--- config.mk ---
export PLATFORM = sky130hd
export DESIGN_NAME = monitor_scan_controller
export DESIGN_NICKNAME = d
export VERILOG_FILES = /design/src/rtl/monitor_scan_controller.sv
export SDC_FILE = /design/constraint.sdc
export NUM_CORES = 1
export LEC_CHECK = 0
export ABC_AREA = 1
export CAP_MARGIN = 10
export CORE_MARGIN = 2
export CORE_UTILIZATION = 35
export CTS_CLUSTER_DIAMETER = 40
export DETAILED_ROUTE_END_ITERATION = 8
export PLACE_DENSITY = 0.75
export SKIP_LAST_GASP = 1
export SYNTH_ARGS = -nofsm -noshare
export SYNTH_HDL_FRONTEND = slang
export SYNTH_SLANG_ARGS = --single-unit
--- constraint.sdc ---
create_clock -name clock -period 9.7 [get_ports clock]
set_input_delay 1.94 -clock clock [delete_from_list [all_inputs] [get_ports clock]]
set_output_delay 1.94 -clock clock [all_outputs]
set_load 0.01 [all_outputs]
--- src/rtl/monitor_scan_controller.sv ---
// Scans enabled ADC monitor tiles: selects a tile, waits for the select path to settle,
// then streams a fixed number of captured monitor words per tile over AXI-Stream.
module monitor_scan_controller #(
  parameter int NUMBER_OF_LINE = 8,
  parameter int SETTLE_CYCLES  = 4,
  parameter int LEN_WIDTH      = 10
) (
  input  logic                          clock,
  input  logic                          reset,
  input  logic                          start,
  input  logic                          continuous,
  input  logic                          abort,
  input  logic [7:0]                    channel_mask,
  input  logic [LEN_WIDTH-1:0]          capture_len,
  output logic [2:0]                    monitor_select,
  input  logic [16*NUMBER_OF_LINE-1:0]  monitor_data,
  output logic                          m_axis_tvalid,
  input  logic                          m_axis_tready,
  output logic [16*NUMBER_OF_LINE-1:0]  m_axis_tdata,
  output logic                          m_axis_tlast,
  output logic [2:0]                    m_axis_tuser,
  output logic                          busy,
  output logic                          frame_done,
  output logic                          cfg_error,
  output logic                          gap_detected
);

  typedef enum logic [2:0] {IDLE, SELECT, SETTLE, CAPTURE, NEXT, DONE} state_t;

  state_t               state;
  logic [7:0]           mask_q;
  logic [LEN_WIDTH-1:0] len_q;
  logic [LEN_WIDTH-1:0] load_cnt;
  logic [2:0]           tile;
  logic [3:0]           settle_cnt;

  logic [2:0] first_new;
  logic [2:0] first_latched;
  logic [2:0] next_tile;
  logic       next_found;
  logic       loads_left;
  logic       last_load;

  // Priority search: loops run high to low so the lowest qualifying bit wins.
  always_comb begin
    first_new     = '0;
    first_latched = '0;
    next_tile     = '0;
    next_found    = 1'b0;
    for (int i = 7; i >= 0; i--) begin
      if (channel_mask[i]) first_new = 3'(i);
      if (mask_q[i]) first_latched = 3'(i);
      if (mask_q[i] && (i > int'(tile))) begin
        next_tile  = 3'(i);
        next_found = 1'b1;
      end
    end
  end

  assign loads_left = (load_cnt < len_q);
  assign last_load  = (load_cnt == (len_q - LEN_WIDTH'(1)));

  always_ff @(posedge clock or posedge reset) begin
    if (reset) begin
      state          <= IDLE;
      mask_q         <= '0;
      len_q          <= '0;
      load_cnt       <= '0;
      tile           <= '0;
      settle_cnt     <= '0;
      monitor_select <= '0;
      m_axis_tvalid  <= 1'b0;
      m_axis_tdata   <= '0;
      m_axis_tlast   <= 1'b0;
      m_axis_tuser   <= '0;
      busy           <= 1'b0;
      frame_done     <= 1'b0;
      cfg_error      <= 1'b0;
      gap_detected   <= 1'b0;
    end else begin
      frame_done <= 1'b0;
      cfg_error  <= 1'b0;
      if (abort) begin
        // monitor_select deliberately keeps its last value
        state         <= IDLE;
        busy          <= 1'b0;
        m_axis_tvalid <= 1'b0;
        m_axis_tlast  <= 1'b0;
        load_cnt      <= '0;
        settle_cnt    <= '0;
      end else begin
        case (state)
          IDLE: begin
            if (start) begin
              if ((channel_mask != 8'd0) && (capture_len != '0)) begin
                mask_q       <= channel_mask;
                len_q        <= capture_len;
                gap_detected <= 1'b0;
                tile         <= first_new;
                busy         <= 1'b1;
                state        <= SELECT;
              end else begin
                cfg_error <= 1'b1;
              end
            end
          end
          SELECT: begin
            monitor_select <= tile;
            settle_cnt     <= 4'(SETTLE_CYCLES);
            load_cnt       <= '0;
            state          <= SETTLE;
          end
          SETTLE: begin
            settle_cnt <= settle_cnt - 4'd1;
            if (settle_cnt <= 4'd1) state <= CAPTURE;
          end
          CAPTURE: begin
            if (m_axis_tvalid && m_axis_tready && m_axis_tlast) begin
              m_axis_tvalid <= 1'b0;
              m_axis_tlast  <= 1'b0;
              state         <= NEXT;
            end else if ((!m_axis_tvalid || m_axis_tready) && loads_left) begin
              m_axis_tvalid <= 1'b1;
              m_axis_tdata  <= monitor_data;
              m_axis_tuser  <= tile;
              m_axis_tlast  <= last_load;
              load_cnt      <= load_cnt + LEN_WIDTH'(1);
            end else if (m_axis_tvalid && m_axis_tready) begin
              m_axis_tvalid <= 1'b0;
            end
            // No sample buffer: a stalled cycle with beats outstanding loses that sample
            if (m_axis_tvalid && !m_axis_tready && loads_left) gap_detected <= 1'b1;
          end
          NEXT: begin
            if (next_found) begin
              tile  <= next_tile;
              state <= SELECT;
            end else begin
              frame_done <= 1'b1;
              state      <= DONE;
            end
          end
          DONE: begin
            if (continuous) begin
              tile  <= first_latched;
              state <= SELECT;
            end else begin
              busy  <= 1'b0;
              state <= IDLE;
            end
          end
          default: begin
            busy  <= 1'b0;
            state <= IDLE;
          end
        endcase
      end
    end
  end

endmodule

==> impl_summary.log, run 1 <==
[metrics] largest stage delay on the critical path: 680 ps
[metrics] Via density: ~4.5
[metrics] Post-Syn Nets: 1192
[metrics] cell with the largest stage delay on the worst path: sky130_fd_sc_hd__nand3_4
[metrics] actual transition at the worst max-transition pin: 1000 ps
[metrics] skew final: roughly 17 ps
[metrics] number of I/O port buffers: between 200 and 300
[metrics] number of max-capacitance violations reported: 0
[metrics] post-detailed-route DRC marker count: 0
[metrics] standard-cell rows: 57
[metrics] start-to-end type of the worst setup path: in -> reg
[metrics] final core occ: 0.506
[metrics] largest fanout on the critical path: around 170
[metrics] Vias: around 7400
[metrics] post-CTS setup repair buffer count: 0
[metrics] post-synthesis cell count: ~1000
[metrics] Initial Utilization: 0.355
[metrics] count of unique library cells instantiated by Yosys: 38
[metrics] placer congestion estimate: roughly 0.86
[metrics] clock latency of the later-clocked register in the worst-skew pair: around 440 ps
[metrics] Worst Hold Class: reg -> reg
[metrics] synthesized flop and latch total: approximately 180
[metrics] worst endpoint required time: roughly 10000 ps
[metrics] M3 GR Usage: 0.0385
[metrics] Final Setup Violations: 0
[metrics] DP Wirelength: 16.6 mm
[metrics] first-pass GRT wire length: 36.6 mm
[metrics] sequential share of the synthesized area: 0.517
[metrics] post_cts resized: 0
[metrics] met2 track demand over resource: 0.302
[metrics] Hold Path Origin: busy
[metrics] full die area: roughly 26000 um^2
[metrics] number of cells in the design after placement: about 1600
[metrics] final antenna-violating net count: 0
[metrics] Max H-tree Level: 4
[metrics] count of non-filler cells in the finished layout: around 1600
[metrics] maximum operating frequency: around 0.20 GHz
[metrics] pin count of the biggest net entering global routing: 173
[metrics] remaining max-slew budget at the tightest pin: 0.330
[metrics] number of top-level pins: about 290
[metrics] post-CTS clock slew at the launch and capture registers of the worst setup and hold paths: approximately 70 ps
[metrics] setup repair after global routing missed its margin: false
[metrics] number of global-route vias before repair: roughly 7000
[metrics] core area: 24200 um^2
[metrics] mean cell area of the mapped netlist: about 8.4 um^2
[metrics] width of the chip: ~160 um
[metrics] Final Hold Viols: 0
[metrics] Setup crit start kind: primary input
[metrics] antenna violations before repair: 1
[metrics] power density over cell area: around 280 nW/um^2
[metrics] signal arrival time at the worst endpoint: 5330 ps
[metrics] growth of design area from synthesis to finish: 42.6%
[metrics] busiest layer in global routing: met2
[metrics] synthesized area: ~8600 um^2
[metrics] clk root buf: sky130_fd_sc_hd__clkbuf_16
[metrics] final sum of negative setup slack: 0 ps
[metrics] All-Layer GR Usage: 0.176
[metrics] Initial DRC Count: roughly 490
[metrics] tightest hold margin: between 400 and 500 ps
[metrics] final net count: ~1500
[metrics] leakage power total: 6.08 nW
[metrics] Reg-to-Reg Start: load_cnt[9]
[metrics] Die Y: between 150 and 200 um
[metrics] yosys warns: 0
[metrics] CTS Hold Bufs: 0
[metrics] final wirelength: about 22 mm
[metrics] residual overflow from global routing: 0
[metrics] Sinks on Clock Net: roughly 180
[metrics] wire length per cell after detailed routing: ~14 um
[metrics] Worst Setup Slack post-DPL: ~4300 ps
[metrics] crit path from: abort
[metrics] maximum number of buffers from clock root to sink: 2
[metrics] max-slew violation count: 0
[metrics] Pre-Repair DR Iteration Count: 5
[metrics] post-route worst setup slack: 4650 ps
[metrics] Worst IR Drop VDD: 0.112 mV
[metrics] TritonCTS clock tree: built
[metrics] capturing element type of the critical path: flip-flop
[metrics] clock period minus worst slack: ~5000 ps
[metrics] status: complete, no violations
[metrics] met1 demand-to-capacity share in global routing: 0.220
[metrics] final worst-path cycle share: 0.520
[metrics] cell-by-cell listing of the critical path: clkdlybuf4s50_1 -> inv_1 -> nand2_1 -> nor2_4 -> nand3_4 -> buf_12 -> nand2_1 -> o21ai_2
[metrics] library cell appearing most often on the critical path: sky130_fd_sc_hd__nand2_1
[metrics] fraction of layout instances using a drive strength above 1: 0.0891
[metrics] TritonCTS Buffers: 17
sequential cells by signal, summed over array words and instances (netlist names):
register / count
busy: 1
cfg_error: 1
frame_done: 1
gap_detected: 1
len_q: 10
load_cnt: 10
m_axis_tdata: 128
m_axis_tlast: 1
m_axis_tuser: 3
m_axis_tvalid: 1
mask_q: 8
monitor_select: 3
settle_cnt: 4
state: 3
tile: 3
stage by stage:
stage	total power, W	instance area, um^2
after global routing	0.00366	12300
final	0.00341	12300
after CTS	0.00345	12300
after detailed placement	0.00272	11700
after floorplan	0.00199	8610
after global placement	0.00268	11700
cell families after synthesis:
logic type               count (synthesis)  share of synthesized area
buffers and inverters                  243                      0.124
adder cells (fa/ha/maj)                 14                     0.0203
AO/OA/AOI/OAI                          200                      0.139
flip-flops                             178                      0.517
AND/OR/NAND/NOR                        384                      0.192
XOR/XNOR                                 7                    0.00712
worst paths after layout:
path | slack, ps | depth (start not counted) | endpoint
max in group asynchronous | 6000 | 3 | m_axis_tdata[49]
worst max register to register | 6260 | 9 | m_axis_tdata[102]
min in group asynchronous | 2070 | 2 | m_axis_tdata[69]
worst max-delay path | 4650 | 8 | m_axis_tdata[102]
worst min register to register | 480 | 1 | busy
worst min-delay path | 480 | 1 | busy
cell type report:
cell class	count	area, um^2
diodes	1	2.50
clock buffers	18	439
clock inverters	14	163
fillers	2247	12000
inverters	205	777
multi-input cells	605	3100
flip-flops and latches	178	4450
well taps	324	405
repair buffers	293	2940
layer usage:
metal  up-vias  part of all wire
li1       3736                 -
met1      3431              0.43
met2       247              0.50
met3        34             0.059
met4         0             0.020
met5         -                 0
cell usage after synthesis (all sizes together):
master,n,share of area
xnor2,1,0.0010
o2111ai,1,0.0010
buf,29,0.030
ha,14,0.020
a21o,2,0.0017
nand3,30,0.019
nor3,3,0.0017
o32ai,2,0.0020
dfrtp,178,0.52
nor4,1,0.00073
a21oi,8,0.0046
xor2,6,0.0061
inv,205,0.090
nand2,282,0.13
o31ai,1,0.00087
o21bai,3,0.0026
nor2,47,0.024
or2,1,0.00073
o22ai,1,0.00073
nand3b,3,0.0026
o211ai,2,0.0017
a21boi,2,0.0017
o21ai,177,0.12
nand4,17,0.012
a211o,1,0.0010
clkbuf,9,0.0039
placed cells by master (no fill, tap or decap), types with 2 or more instances in the layout:
master and instances:
sky130_fd_sc_hd__a21o_1 2, sky130_fd_sc_hd__a21oi_1 8, sky130_fd_sc_hd__clkbuf_16 17, sky130_fd_sc_hd__clkdlybuf4s50_1 291
sky130_fd_sc_hd__clkinv_4 3, sky130_fd_sc_hd__dfrtp_1 178, sky130_fd_sc_hd__ha_1 14, sky130_fd_sc_hd__inv_1 201
sky130_fd_sc_hd__inv_2 2, sky130_fd_sc_hd__inv_6 4, sky130_fd_sc_hd__inv_8 5, sky130_fd_sc_hd__nand2_1 251
sky130_fd_sc_hd__nand2_2 31, sky130_fd_sc_hd__nand3_1 28, sky130_fd_sc_hd__nand3b_1 3, sky130_fd_sc_hd__nand4_1 17
sky130_fd_sc_hd__nor2_1 44, sky130_fd_sc_hd__nor3_1 3, sky130_fd_sc_hd__o211ai_1 2, sky130_fd_sc_hd__o21ai_0 46
sky130_fd_sc_hd__o21ai_1 89, sky130_fd_sc_hd__o21ai_2 42, sky130_fd_sc_hd__o21bai_1 3, sky130_fd_sc_hd__o32ai_1 2
sky130_fd_sc_hd__xor2_1 6
where the power goes:
part           switching (W)  internal (W)
Sequential          0.000195       0.00105
Clock               0.000333      0.000376
Combinational       0.000711      0.000748
Total                0.00124       0.00217
worst max-delay path, delay by kind of cell:
| kind | cells | cell delay (ps) |
|---|---|---|
| AOI/OAI and AO/OA | 1 | 60 |
| buffers and inverters | 3 | 1770 |
| and+or+nand+nor | 4 | 1340 |
Power figures use the tool's default switching activity.
==> inputs of run 2 (changes only) <==
--- a/config.mk
+++ b/config.mk
@@ -11,7 +11,7 @@
 export CORE_UTILIZATION = 35
 export CTS_CLUSTER_DIAMETER = 40
 export DETAILED_ROUTE_END_ITERATION = 8
-export PLACE_DENSITY = 0.75
+export PLACE_DENSITY = 0.78
 export SKIP_LAST_GASP = 1
 export SYNTH_ARGS = -nofsm -noshare
 export SYNTH_HDL_FRONTEND = slang
==> constraint.sdc (replaced) <==
create_clock -name clock -period 4.5 [get_ports clock]
set_input_delay 0.9 -clock clock [delete_from_list [all_inputs] [get_ports clock]]
set_output_delay 0.9 -clock clock [all_outputs]
set_load 0.01 [all_outputs]
==> impl_summary.log, run 2 (synthesis gave the netlist of run 1 again) <==
[metrics] status: complete, no violations
[metrics] library cell appearing most often on the critical path: sky130_fd_sc_hd__buf_4
[metrics] Vias: between 7000 and 8000
[metrics] cell area after layout: around 12000 um^2
[metrics] Initial DRC Count: 505
[metrics] residual overflow from global routing: 0
[metrics] leakage power total: between 6 and 7 nW
[metrics] number of global-route vias before repair: ~7400
[metrics] CTS Hold Bufs: 0
[metrics] capturing element type of the critical path: flip-flop
[metrics] placer congestion estimate: 0.845
[metrics] tightest hold margin: about 490 ps
[metrics] maximum number of buffers from clock root to sink: 2
[metrics] Setup crit start kind: primary input
[metrics] final net count: approximately 1500
[metrics] sum of met3 wire segment lengths after detailed routing: 1.43 mm
[metrics] maximum operating frequency: between 0.3 and 0.4 GHz
[metrics] number of top-level pins: 292
[metrics] final wirelength: about 23 mm
[metrics] post_cts resized: 0
[metrics] register-to-register setup slack: roughly 1700 ps
[metrics] worst endpoint required time: ~4800 ps
[metrics] number of inserted filler cells in the final layout: around 2200
[metrics] power density over cell area: around 600 nW/um^2
[metrics] Final Setup Violations: 0
[metrics] post-CTS setup repair buffer count: 0
[metrics] number of buffers and inverters on the critical path: 4
[metrics] number of max-capacitance violations reported: 0
[metrics] signal arrival time at the worst endpoint: 3450 ps
[metrics] Worst Hold Class: reg -> reg
[metrics] full die area: 25900 um^2
[metrics] post-detailed-route DRC marker count: 0
[metrics] wire length per cell after detailed routing: between 10 and 15 um
[metrics] instance area after placement: between 10000 and 15000 um^2
[metrics] Max H-tree Level: 4
[metrics] top metal layer carrying routed signals: met4
[metrics] total length of routed met2 wires: 11.6 mm
[metrics] commonest cells after routing, fill and taps aside: 291 x sky130_fd_sc_hd__clkdlybuf4s50_1, 251 x sky130_fd_sc_hd__nand2_1, 201 x sky130_fd_sc_hd__inv_1, 178 x sky130_fd_sc_hd__dfrtp_1, 89 x sky130_fd_sc_hd__o21ai_1
[metrics] Sinks on Clock Net: between 150 and 200
[metrics] clock latency of the later-clocked register in the worst-skew pair: 430 ps
[metrics] remaining max-slew budget at the tightest pin: 0.527
[metrics] TritonCTS clock tree: built
[metrics] final worst-path cycle share: 0.702
[metrics] actual transition at the worst max-transition pin: approximately 700 ps
[metrics] antenna violations before repair: 0
[metrics] standard-cell rows: 57
[metrics] count of non-filler cells in the finished layout: 1646
[metrics] largest fanout on the critical path: 41
[metrics] Pre-Repair DR Iteration Count: 5
[metrics] most frequent standard cell in the layout excluding fill and tap cells: sky130_fd_sc_hd__clkdlybuf4s50_1
[metrics] first-pass GRT wire length: between 30 and 40 mm
[metrics] kind of cell adding the most delay to the critical path: buffers and inverters
[metrics] total routed wire length on the met1 layer: roughly 9.5 mm
[metrics] Sequential Area: ~4500 um^2
[metrics] cell with the largest stage delay on the worst path: sky130_fd_sc_hd__nand3_4
[metrics] number of I/O port buffers: between 200 and 300
[metrics] Die Y: approximately 160 um
[metrics] Initial Utilization: 0.355
[metrics] clock period minus worst slack: roughly 3200 ps
[metrics] pin count of the biggest net entering global routing: 98
[metrics] antenna diode count: 0
[metrics] growth of design area from synthesis to finish: 44.2%
[metrics] All-Layer GR Usage: 0.178
[metrics] TritonCTS Buffers: 17
[metrics] core area: roughly 24000 um^2
[metrics] Largest register FFs: about 130
[metrics] Largest regs: m_axis_tdata: 128 flops, len_q: 10 flops, load_cnt: 10 flops
[metrics] final sum of negative setup slack: 0 ps
[metrics] largest stage delay on the critical path: around 530 ps
[metrics] multi-input gate area in the final layout: between 3000 and 4000 um^2
[metrics] fraction of layout instances using a drive strength above 1: 0.0953
[metrics] max-slew violation count: 0
[metrics] final antenna-violating net count: 0
[metrics] post-CTS clock slew at the launch and capture registers of the worst setup and hold paths: 70 ps
[metrics] cell-by-cell listing of the critical path: clkdlybuf4s50_1 -> buf_4 -> inv_1 -> nand2_1 -> nor2_4 -> nand3_4 -> buf_4 -> nand2_2 -> o21ai_2
[metrics] width of the chip: 161 um
[metrics] clk root buf: sky130_fd_sc_hd__clkbuf_16
[metrics] Via density: around 4.6
[metrics] register containing the most flip-flops in the final layout: m_axis_tdata
[metrics] setup repair after global routing missed its margin: false
[metrics] number of cells in the design after placement: approximately 1600
[metrics] Worst IR Drop VDD: between 0.2 and 0.25 mV
[metrics] DP Wirelength: approximately 18 mm
[metrics] skew final: about 11 ps
[metrics] Final Hold Viols: 0
[metrics] start-to-end type of the worst setup path: in -> reg
-- run 2: final cells by class --
cell class	instances	share of cell area
well taps	324	0.0326
repair buffers	302	0.247
inverters	205	0.0625
clock inverters	15	0.0152
flip-flops and latches	178	0.359
multi-input cells	605	0.250
clock buffers	17	0.0343
-- run 2: report_power, final --
group	total [W]	internal (W)	switching, W
sequential	0.00269	0.00225	0.000431
combinational	0.00318	0.00164	0.00154
clock	0.00154	0.000804	0.000739
-- run 2: worst reg2reg max path, cell delays in order, from the launching register on --
cell                      delay [ps]
sky130_fd_sc_hd__dfrtp_1         450
sky130_fd_sc_hd__ha_1            330
sky130_fd_sc_hd__a21o_1          180
sky130_fd_sc_hd__nor2_1          140
sky130_fd_sc_hd__nand2_1          70
sky130_fd_sc_hd__nor2_1          290
sky130_fd_sc_hd__nand3_4         600
sky130_fd_sc_hd__buf_4           480
sky130_fd_sc_hd__nand2_2          90
sky130_fd_sc_hd__o21ai_2          50
-- run 2: per-layer routing --
metal | track usage | up-vias
li1 | - | 3755
met1 | 0.215 | 3507
met2 | 0.317 | 244
met3 | 0.0380 | 32
met4 | 0.0532 | 0
met5 | 0 | -
-- run 2: path summary, 6_finish.rpt --
check | depth (start not counted) | from | end
hold reg to reg | 2 | m_axis_tdata[108] | m_axis_tdata[108]
setup reg to reg | 9 | load_cnt[9] | m_axis_tdata[5]
max in group asynchronous | 3 | reset | m_axis_tdata[67]
hold / removal | 2 | m_axis_tdata[108] | m_axis_tdata[108]
min in group asynchronous | 3 | reset | m_axis_tdata[77]
setup / recovery | 9 | abort | m_axis_tdata[5]
-- run 2: metrics by stage --
stage               setup slack [ps]  utilization  power, W
floorplan                       1320            -   0.00429
global placement                 970        0.487   0.00581
detailed placement               900        0.487   0.00592
CTS                             1340        0.512   0.00749
global route                    1190        0.512   0.00792
finish                          1340        0.512   0.00741
==> inputs of run 3 (changes only) <==
==> constraint.sdc (replaced) <==
create_clock -name clock -period 2.8 [get_ports clock]
set_input_delay 0.56 -clock clock [delete_from_list [all_inputs] [get_ports clock]]
set_output_delay 0.56 -clock clock [all_outputs]
set_load 0.01 [all_outputs]
==> impl_summary.log, run 3 (synthesis gave the netlist of run 1 again) <==
[metrics] status: complete, no violations
[metrics] core area: around 24000 um^2
[metrics] Largest register FFs: between 100 and 150
[metrics] cell area after layout: between 10000 and 15000 um^2
[metrics] final net count: ~1500
[metrics] Worst IR Drop VDD: 0.401 mV
[metrics] number of cells in the design after placement: 1615
[metrics] final sum of negative setup slack: 0 ps
[metrics] growth of design area from synthesis to finish: 44.3%
[metrics] post-route total power: approximately 0.012 W
[metrics] post_cts resized: 0
[metrics] remaining max-slew budget at the tightest pin: 0.619
[metrics] Worst R2R Path Depth: 9
[metrics] Final Setup Violations: 0
[metrics] Initial DRC Count: around 550
[metrics] max-slew violation count: 0
[metrics] setup repair after global routing missed its margin: false
[metrics] signal arrival time at the worst endpoint: between 2000 and 3000 ps
[metrics] actual transition at the worst max-transition pin: ~570 ps
[metrics] standard-cell rows: 57
[metrics] Final Hold Viols: 0
[metrics] leakage power total: 6.14 nW
[metrics] Via density: between 4 and 5
[metrics] register containing the most flip-flops in the final layout: m_axis_tdata
[metrics] number of top-level pins: ~290
[metrics] Max H-tree Level: 4
[metrics] stages on the worst setup path: 9
[metrics] fraction of layout instances using a drive strength above 1: 0.0960
[metrics] worst endpoint required time: between 3000 and 4000 ps
[metrics] Die Y: 161 um
[metrics] residual overflow from global routing: 0
[metrics] number of I/O port buffers: 291
[metrics] power density over cell area: about 950 nW/um^2
[metrics] maximum operating frequency: about 0.42 GHz
[metrics] final worst-path cycle share: 0.842
[metrics] number of max-capacitance violations reported: 0
[metrics] capturing element type of the critical path: flip-flop
[metrics] cell with the largest stage delay on the worst path: sky130_fd_sc_hd__dfrtp_1
[metrics] TritonCTS clock tree: built
[metrics] post-detailed-route DRC marker count: 0
[metrics] full die area: 25900 um^2
[metrics] commonest cells after routing, fill and taps aside: 291 x sky130_fd_sc_hd__clkdlybuf4s50_1, 251 x sky130_fd_sc_hd__nand2_1, 201 x sky130_fd_sc_hd__inv_1, 178 x sky130_fd_sc_hd__dfrtp_1, 89 x sky130_fd_sc_hd__o21ai_1
[metrics] clk root buf: sky130_fd_sc_hd__clkbuf_16
[metrics] first-pass GRT wire length: between 30 and 40 mm
[metrics] CTS Hold Bufs: 0
[metrics] count of non-filler cells in the finished layout: 1648
[metrics] kind of cell adding the most delay to the critical path: simple AND/OR/NAND/NOR gates
[metrics] width of the chip: ~160 um
[metrics] DP Wirelength: 17.2 mm
[metrics] clock latency of the later-clocked register in the worst-skew pair: 420 ps
[metrics] All-Layer GR Usage: 0.175
[metrics] Largest regs: m_axis_tdata: 128 flops, len_q: 10 flops, load_cnt: 10 flops
[metrics] Initial Utilization: 0.355
[metrics] number of buffers and inverters on the critical path: 0
[metrics] largest stage delay on the critical path: roughly 430 ps
[metrics] Worst Hold Class: in -> async
[metrics] wire length per cell after detailed routing: approximately 14 um
[metrics] post-CTS setup repair buffer count: 0
[metrics] post-CTS clock slew at the launch and capture registers of the worst setup and hold paths: 80 ps
[metrics] clock period minus worst slack: around 2400 ps
[metrics] library cell appearing most often on the critical path: sky130_fd_sc_hd__nand2_1
[metrics] Pre-Repair DR Iteration Count: 5
[metrics] Sinks on Clock Net: between 150 and 200
[metrics] final wirelength: between 20 and 25 mm
[metrics] final antenna-violating net count: 0
[metrics] Setup crit start kind: flip-flop
[metrics] start-to-end type of the worst setup path: reg -> reg
[metrics] cell-by-cell listing of the critical path: ha_1 -> a21o_1 -> nor2_1 -> nand2_1 -> nor2_1 -> nand3_1 -> nand2_1 -> nand2_1 -> o21ai_0
[metrics] maximum number of buffers from clock root to sink: 2
[metrics] pin count of the biggest net entering global routing: a little under 100
[metrics] largest fanout on the critical path: 20
[metrics] most frequent standard cell in the layout excluding fill and tap cells: sky130_fd_sc_hd__clkdlybuf4s50_1
[metrics] antenna violations before repair: 1
[metrics] skew final: about 15 ps
[metrics] final core occ: 0.513
[metrics] number of inserted filler cells in the final layout: 2218
[metrics] TritonCTS Buffers: 17
[metrics] Vias: roughly 7500
[metrics] instance area after placement: 11800 um^2
[metrics] placer congestion estimate: around 0.89
[metrics] number of global-route vias before repair: a little over 7000
-- run 3: per-layer routing --
metal  GRT usage  wire length [um]  up-vias
li1            -                 -     3765
met1       0.221              9780     3495
met2       0.297             11100      246
met3      0.0356              1250       40
met4      0.0674               590        0
met5           0                 0        -
-- run 3: area by class of cell --
type                            instances  area [um^2]  area share
Tap cell                              324          405      0.0326
Sequential cell                       178         4450       0.358
Antenna cell                            1         2.50    0.000201
Multi-Input combinational cell        605         3100       0.249
Inverter                              205          776      0.0624
Clock buffer                           17          425      0.0342
Timing Repair Buffer                  303         3080       0.248
Clock inverter                         15          189      0.0152
-- run 3: metrics by stage --
stage | worst slack, ps | hold WS (ps)
finish | 444 | 426
global route | 189 | 433
CTS | 486 | 415
detailed placement | 408 | 468
global placement | 484 | 465
floorplan | -40.6 | 453
-- run 3: path summary, 6_finish.rpt --
kind / end / slack [ps] / from
min in group clock: m_axis_tdata[102] / 480 / m_axis_tdata[102]
hold reg to reg: m_axis_tdata[102] / 480 / m_axis_tdata[102]
max in group asynchronous: m_axis_tdata[100] / 1590 / reset
hold / removal: m_axis_tdata[83] / 430 / reset
setup / recovery: load_cnt[9] / 440 / load_cnt[9]
setup reg to reg: load_cnt[9] / 440 / load_cnt[9]
-- run 3: where the power goes --
part / internal (W) / switching (W) / total (W)
logic: 0.00263 / 0.00248 / 0.00511
clock network: 0.00122 / 0.00121 / 0.00242
registers: 0.00362 / 0.000673 / 0.00429
